===== src/rtl/aes_pkg.sv =====
// Shared constants, state encoding and the round-0 load helper for the
// iterative AES-128 round sequencer.
package aes_pkg;

    localparam int unsigned NUM_ROUNDS = 10;
    localparam int unsigned AES_BLK_W  = 128;
    localparam int unsigned TAGGED_W   = 129;

    typedef logic [AES_BLK_W-1:0] aes_blk_t;

    typedef enum logic [1:0] {
        IDLE  = 2'd0,
        ROUND = 2'd1,
        FINAL = 2'd2,
        DONE  = 2'd3
    } seq_state_t;

    // Round 0 is a bare AddRoundKey; the tag bit rides along untouched.
    function automatic logic [TAGGED_W-1:0] round0_load(
        input logic [TAGGED_W-1:0] din,
        input aes_blk_t            key
    );
        return {din[TAGGED_W-1], din[AES_BLK_W-1:0] ^ key};
    endfunction

endpackage


===== src/rtl/aes_round_sequencer.sv =====
// Iterative AES-128 controller: time-multiplexes an external standard-round and
// final-round datapath over the state register, with valid/ready on both sides.
module aes_round_sequencer
    import aes_pkg::*;
#(
    parameter int unsigned NUM_ROUNDS = 10,
    parameter int unsigned KEY_IDX_W  = 4
) (
    input  logic                 clk,
    input  logic                 rst,
    input  logic                 in_valid,
    output logic                 in_ready,
    input  logic [TAGGED_W-1:0]  in_data,
    output logic [KEY_IDX_W-1:0] key_idx,
    input  logic [AES_BLK_W-1:0] key_in,
    output logic [TAGGED_W-1:0]  round_in,
    input  logic [TAGGED_W-1:0]  std_out,
    input  logic [TAGGED_W-1:0]  fin_out,
    output logic                 out_valid,
    input  logic                 out_ready,
    output logic [TAGGED_W-1:0]  out_data,
    output logic                 busy
);

    localparam logic [KEY_IDX_W-1:0] LAST_STD = KEY_IDX_W'(NUM_ROUNDS - 1);
    localparam logic [KEY_IDX_W-1:0] FIN_IDX  = KEY_IDX_W'(NUM_ROUNDS);
    localparam logic [KEY_IDX_W-1:0] ONE      = KEY_IDX_W'(1);

    seq_state_t           r_fsm;
    seq_state_t           w_fsm_nxt;
    logic [KEY_IDX_W-1:0] r_cnt;
    logic [KEY_IDX_W-1:0] w_cnt_nxt;
    logic [TAGGED_W-1:0]  r_state;
    logic [TAGGED_W-1:0]  w_state_nxt;
    logic                 w_accept;
    logic                 w_unused_tags;

    // The datapaths' own tag bits are meaningless; the captured tag is kept instead.
    assign w_unused_tags = std_out[TAGGED_W-1] ^ fin_out[TAGGED_W-1];

    assign in_ready  = (r_fsm == IDLE) || ((r_fsm == DONE) && out_ready);
    assign w_accept  = in_valid && in_ready;
    assign key_idx   = ((r_fsm == ROUND) || (r_fsm == FINAL)) ? r_cnt : '0;
    assign round_in  = r_state;
    assign out_data  = r_state;
    assign out_valid = (r_fsm == DONE);
    assign busy      = (r_fsm != IDLE);

    always_comb begin
        w_fsm_nxt   = r_fsm;
        w_cnt_nxt   = r_cnt;
        w_state_nxt = r_state;
        unique case (r_fsm)
            IDLE: begin
                if (w_accept) begin
                    w_fsm_nxt   = ROUND;
                    w_cnt_nxt   = ONE;
                    w_state_nxt = round0_load(in_data, key_in);
                end
            end
            ROUND: begin
                w_state_nxt = {r_state[TAGGED_W-1], std_out[AES_BLK_W-1:0]};
                if (r_cnt == LAST_STD) begin
                    w_fsm_nxt = FINAL;
                    w_cnt_nxt = FIN_IDX;
                end else begin
                    w_cnt_nxt = r_cnt + ONE;
                end
            end
            FINAL: begin
                w_state_nxt = {r_state[TAGGED_W-1], fin_out[AES_BLK_W-1:0]};
                w_fsm_nxt   = DONE;
            end
            DONE: begin
                // Handing off the result and accepting the next block share one cycle.
                if (out_ready) begin
                    if (in_valid) begin
                        w_fsm_nxt   = ROUND;
                        w_cnt_nxt   = ONE;
                        w_state_nxt = round0_load(in_data, key_in);
                    end else begin
                        w_fsm_nxt = IDLE;
                        w_cnt_nxt = '0;
                    end
                end
            end
            default: begin
                w_fsm_nxt = IDLE;
                w_cnt_nxt = '0;
            end
        endcase
    end

    always_ff @(posedge clk or posedge rst) begin
        if (rst) begin
            r_fsm   <= IDLE;
            r_cnt   <= '0;
            r_state <= '0;
        end else begin
            r_fsm   <= w_fsm_nxt;
            r_cnt   <= w_cnt_nxt;
            r_state <= w_state_nxt;
        end
    end

endmodule


===== config.mk =====
export PLATFORM = sky130hd
export DESIGN_NAME = aes_round_sequencer
export DESIGN_NICKNAME = d
export VERILOG_FILES = /design/src/rtl/aes_pkg.sv /design/src/rtl/aes_round_sequencer.sv
export SDC_FILE = /design/constraint.sdc
export NUM_CORES = 1
export LEC_CHECK = 0
export CORE_AREA = 2 2 306 308
export DETAILED_ROUTE_END_ITERATION = 10
export DIE_AREA = 0 0 308 310
export GPL_ROUTABILITY_DRIVEN = 0
export PLACE_DENSITY = 0.4
export SLEW_MARGIN = 30
export SYNTH_ARGS = -nofsm -noshare
export SYNTH_HDL_FRONTEND = slang
export SYNTH_SLANG_ARGS = --single-unit

===== constraint.sdc =====
create_clock -name clk -period 4.9 [get_ports clk]
set_clock_uncertainty 0.2 [all_clocks]
set_input_delay 0.735 -clock clk [delete_from_list [all_inputs] [get_ports clk]]
set_output_delay 0.735 -clock clk [all_outputs]
set_load 0.01 [all_outputs]

## Word-level counts from Yosys, hierarchy flattened

Cells that the tools add are included.

| operators by class | value |
|---|---|
| add/subtract/negate cells | 1 |
| $mul | 0 |
| divide/modulo/power cells | 0 |
| magnitude comparators | 0 |
| equal/unequal tests | 8 |
| shift operators | 0 |
| muxes and demuxes | 15 |
| bitwise operators | 3 |
| reductions and logical operators | 11 |

Operators by type and width:

| kind | count |
|---|---|
| $pmux W129 S4 | 1 |
| $mux W129 | 3 |
| $xor A128 B128 Y128 | 1 |
| $mux W4 | 4 |
| $pmux W4 S3 | 1 |
| $reduce_and A3 Y1 | 3 |
| $pmux W2 S4 | 1 |
| $mux W2 | 3 |
| $reduce_and A5 Y1 | 1 |
| $add A4 B1 Y4 const B | 1 |
| $eq A2 B2 Y1 const B | 2 |
| $eq A4 B4 Y1 const B | 1 |
| $ne A2 B1 Y1 const B | 2 |
| $ne A2 B2 Y1 const B | 2 |
| $reduce_bool A3 Y1 | 1 |
| $eq A2 B1 Y1 const B | 1 |
| $logic_and A1 B1 Y1 | 2 |
| $logic_not A2 Y1 | 1 |
| $logic_or A1 B1 Y1 | 2 |
| $mux W1 | 2 |
| $not A1 Y1 | 2 |
| $reduce_bool A2 Y1 | 1 |

| storage, ports and cells | value |
|---|---|
| register bits after elaboration | 135 |
| bits in latches | 0 |
| RAM bits | 0 |
| memory bits (read-only) | 0 |
| input port bits | 519 |
| output and inout port bits | 265 |
| logic and storage cells | 42 |
| memories kept | 0 |

## Longest topological paths before layout

| logic depth | value |
|---|---|
| depth after elaboration | 6 |
| depth in mapped cells | 8 |
| gate-level depth less buffers | 5 |

## Worst setup path after synthesis

No wires, ideal clock.

| timing path | value |
|---|---|
| kind | register -> output |
| start point | register r_fsm[1] |
| end point | output port key_idx[0] |
| arrival time | 1.414 ns |
| data required time | 3.965 ns |
| setup slack | 2.551 ns |
| cell stages (with the launch flop) | 6 |
| buffers on the path | 2 |
| path through | dfrtp_1 -> inv_1 -> ha_1 -> buf_4 -> clkbuf_1 -> and2_1 |

| between the ends | value |
|---|---|
| longest elaborated chain between the ends | 3 |
| elaborated cells on any way between the ends | 4 |
| classes of those cells | eq/ne (2); mux (1); reduce/logical (1) |

Ends and longest elaborated chain:

| element | RTL line | text |
|---|---|---|
| start: declaration | aes_round_sequencer.sv:29 | `seq_state_t r_fsm;` |
| start signal: assignment | aes_round_sequencer.sv:100 | `r_fsm <= w_fsm_nxt;` |
| $eq A2 B1 Y1 or $eq A2 B2 Y1 (tied branches) | aes_round_sequencer.sv:43 | `assign key_idx = ((r_fsm == ROUND) \|\| (r_fsm == FINAL)) ? r_cnt : '0;` |
| $logic_or A1 B1 Y1 * | aes_round_sequencer.sv:43 |  |
| $mux W4 * | aes_round_sequencer.sv:43 |  |
| end: declaration | aes_round_sequencer.sv:14 | `output logic [KEY_IDX_W-1:0] key_idx,` |

Mark *: on every way between the ends. The rest lies on a longest branch, timed or not.

## Worst setup path after layout

| timing path | value |
|---|---|
| start point | register r_fsm[1] |
| end point | output port key_idx[3] |

The elaborated chain is that of the path after synthesis.

==> metrics <==
grt ovf=0; Tcrit/Tclk final=slightly below 70%; share of the synthesized area in the top cell type=between 30% and 40%; post-synthesis sequential area ratio=between 30% and 40%; antenna-violating nets left=0; initial drt markers=~370; number of synthesized register bits=about 140; syn_area_per_cell=11.7 µm²; Core ar.=just over 90,000 µm²; FF-to-FF End=out_data[94]; Final Critical Period=3.37 ns; Tightest Pin Transition=slightly below 0.7 ns; max-cap viol count=0; initial antenna violation count=2; first-pass GRT wire length=a little under 70,000 µm; slowest cell on the critical path=clkdlybuf4s50_1; post-synth top area cell=dfrtp_1; CTS tree=built; CTS clk-pin slew, worst paths=0.06 ns; Final nets=between 2k and 2.5k; Longest Clk Path Bufs=2; vias in the first global route=9,687; num rows=112; setup violators final=0; Ports=between 700 and 800; CTS buffer count=17; Hold WC Path Type=in -> async; Peak supply drop=579 µV; DRC violation count after routing=0; worst endpoint required time=between 3 and 4 ns; Synth area leaders=dfrtp_1 33%, mux2_4 15%, mux2i_1 13%; CP bufs+invs=2; Die X=slightly above 300 µm; area growth from synthesis to layout=84.0%; WS Path Type=reg -> out; Fin. Hold Viols=0; CP Cell Sequence=inv_1 > ha_4 > and2_1 > clkdlybuf4s50_1; power per cell area=roughly 600 nW/µm²; worst-skew pair later-pin latency=roughly 0.5 ns; Comb pwr share=between 60% and 70%; library cells used by synthesis=34; CP Capture Type=output pin; crit path launch type=register; # fillers=10.0k; unrepaired setup endpoints after global routing=false; synthesized area=a little over 10,000 µm²; worst reg2reg startpoint=r_fsm[1]; pin count of the biggest net entering global routing=between 70 and 80; syn_nets=1,412; CP Max Fanout=10; vias per cell=roughly 3.4; CTS Sinks=around 140; port bufs=~800; Initial Util=11.2%; Reg power frac=19.8%; YS warnings=0; leak pwr=~7.5 nW; Int Power=between 0.007 and 0.008 W; GRT Total Usage=under 10%; Setup Fix Bufs, Post-CTS=0; fmax=just under 300 MHz; Die Height=between 300 and 400 µm; CP peak stage delay=0.62 ns; total power=0.0118 W; DR pass1 iterations=6; Routed wire per std cell=18.1 µm; root buffer cell=clkbuf_16; CTS hold repair buffers=0; vias post-DR=9,294; status=finished clean; Post-CTS Resized=0; final slew viol count=0; hpwl dp=39,000 µm; worst reg-to-reg path cell count=7; die area=between 90,000 and 100,000 µm²; Fin Setup TNS=0 ns; H-tree Lvls=4; clock network power share=a little under an eighth; total net switching power=0.00456 W; R2R setup slack=just over 2 ns; final WL=~49,000 µm; CP Data Arrival Time=roughly 2.4 ns; Sw Share=about two fifths; Mapped Cells=between 800 and 900; Largest delay share family, worst path=buffers and inverters; Slew HR=between 50% and 60%; layout cell share with drive strength beyond 1=a little under an eighth
==> stage by stage <==
step	cell area (µm²)	util (%)	hold slack (ns)	setup slack (ns)	std cells
finish	19100	20.7	0.336	1.53	2723
floorplan	10400	-	0.307	0.354	885
global placement	18500	20.0	0.329	1.67	2692
CTS	19100	20.7	0.279	1.34	2721
global route	19100	20.7	0.306	1.30	2723
detailed placement	18500	20.0	0.330	1.60	2692
==> synthesized netlist by cell type <==
| master | number |
|---|---|
| a311oi_1 | 1 |
| buf_12 | 11 |
| clkbuf_1 | 7 |
| o41ai_1 | 1 |
| a2bb2oi_1 | 1 |
| nand2b_1 | 2 |
| a22oi_1 | 128 |
| buf_2 | 31 |
| or3_1 | 1 |
| mux2i_1 | 130 |
| nand4b_1 | 1 |
| and2b_1 | 1 |
| nand3b_1 | 1 |
| dfrtp_1 | 135 |
| o311ai_1 | 1 |
| buf_6 | 5 |
| o31ai_1 | 1 |
| a211oi_1 | 2 |
| inv_1 | 6 |
| a21oi_4 | 1 |
| o21ai_0 | 1 |
| nor2b_1 | 2 |
| buf_1 | 4 |
| and2_1 | 5 |
| nor3_1 | 2 |
| nand2_1 | 3 |
| ha_1 | 8 |
| buf_4 | 130 |
| mux2_2 | 28 |
| a2111oi_0 | 1 |
| xnor2_1 | 128 |
| mux2_4 | 102 |
| nand3_1 | 2 |
| nor2_1 | 2 |
==> power groups by stage <==
| stage | registers, W | logic, W | clock network, W |
|---|---|---|---|
| final | 0.00234 | 0.00811 | 0.00136 |
| after global routing | 0.00242 | 0.00864 | 0.00149 |
| after CTS | 0.00236 | 0.00824 | 0.00144 |
| after detailed placement | 0.00236 | 0.00821 | 0 |
| after global placement | 0.00238 | 0.00823 | 0 |
| after floorplan | 0.00233 | 0.00527 | 0 |
==> logic make-up (layout without fill, tap and decap cells) <==
family	count (synthesis)	after routing	share of synthesized area, %
XOR/XNOR	128	128	10.8
multiplexers	260	260	30.3
buffers and inverters	194	833	14.2
AND/OR/NAND/NOR	22	22	1.20
flip-flops	135	135	32.5
other	0	2	0
AO/OA/AOI/OAI	138	138	10.1
adder cells (fa/ha/maj)	8	8	0.963
==> layer usage <==
layer	wire, µm	GRT usage [%]
met4	1260	4.27
met5	0	0
met1	19700	11.3
met2	25300	17.2
met3	3020	2.38
==> state kept, by name, summed over array words and instances (netlist names) <==
register  cells
r_fsm         2
r_cnt         4
out_data    129
==> area by class of cell <==
cell class,instances,area [µm²],share of cell area [%]
timing repair buffer,798,8060,42.1
multi-input combinational,556,5580,29.2
sequential,135,3380,17.7
tap,1197,1500,7.83
clock buffer,26,509,2.66
clock inverter,3,65.1,0.340
inverter,6,27.5,0.144
antenna,2,5.00,0.0262
==> placed cells by master (no fill, tap or decap), types with 3 or more instances in the layout <==
cell	netlist	routed
clkdlybuf4s50_1	0	781
ha_4	0	3
inv_1	6	5
mux2_2	28	28
clkbuf_16	0	17
xnor2_1	128	128
and2_1	5	5
clkbuf_8	0	5
mux2_4	102	102
dfrtp_1	135	135
nand2_1	3	3
a22oi_1	128	128
ha_1	8	5
buf_12	11	9
buf_4	130	8
clkbuf_1	7	4
mux2i_1	130	130
==> how the worst max path moves through the flow <==
stage	start	endpoint	slack, ns	depth (start not counted)
after detailed placement	in_valid	out_data[108]	1.60	6
after floorplan	rst	out_data[0]	0.35	1
after global routing	r_fsm[1]	key_idx[3]	1.30	4
after global placement	in_valid	out_data[107]	1.67	6
final	r_fsm[1]	key_idx[3]	1.53	4
after CTS	r_fsm[1]	key_idx[3]	1.34	4
(Power assumes the default switching activity.)
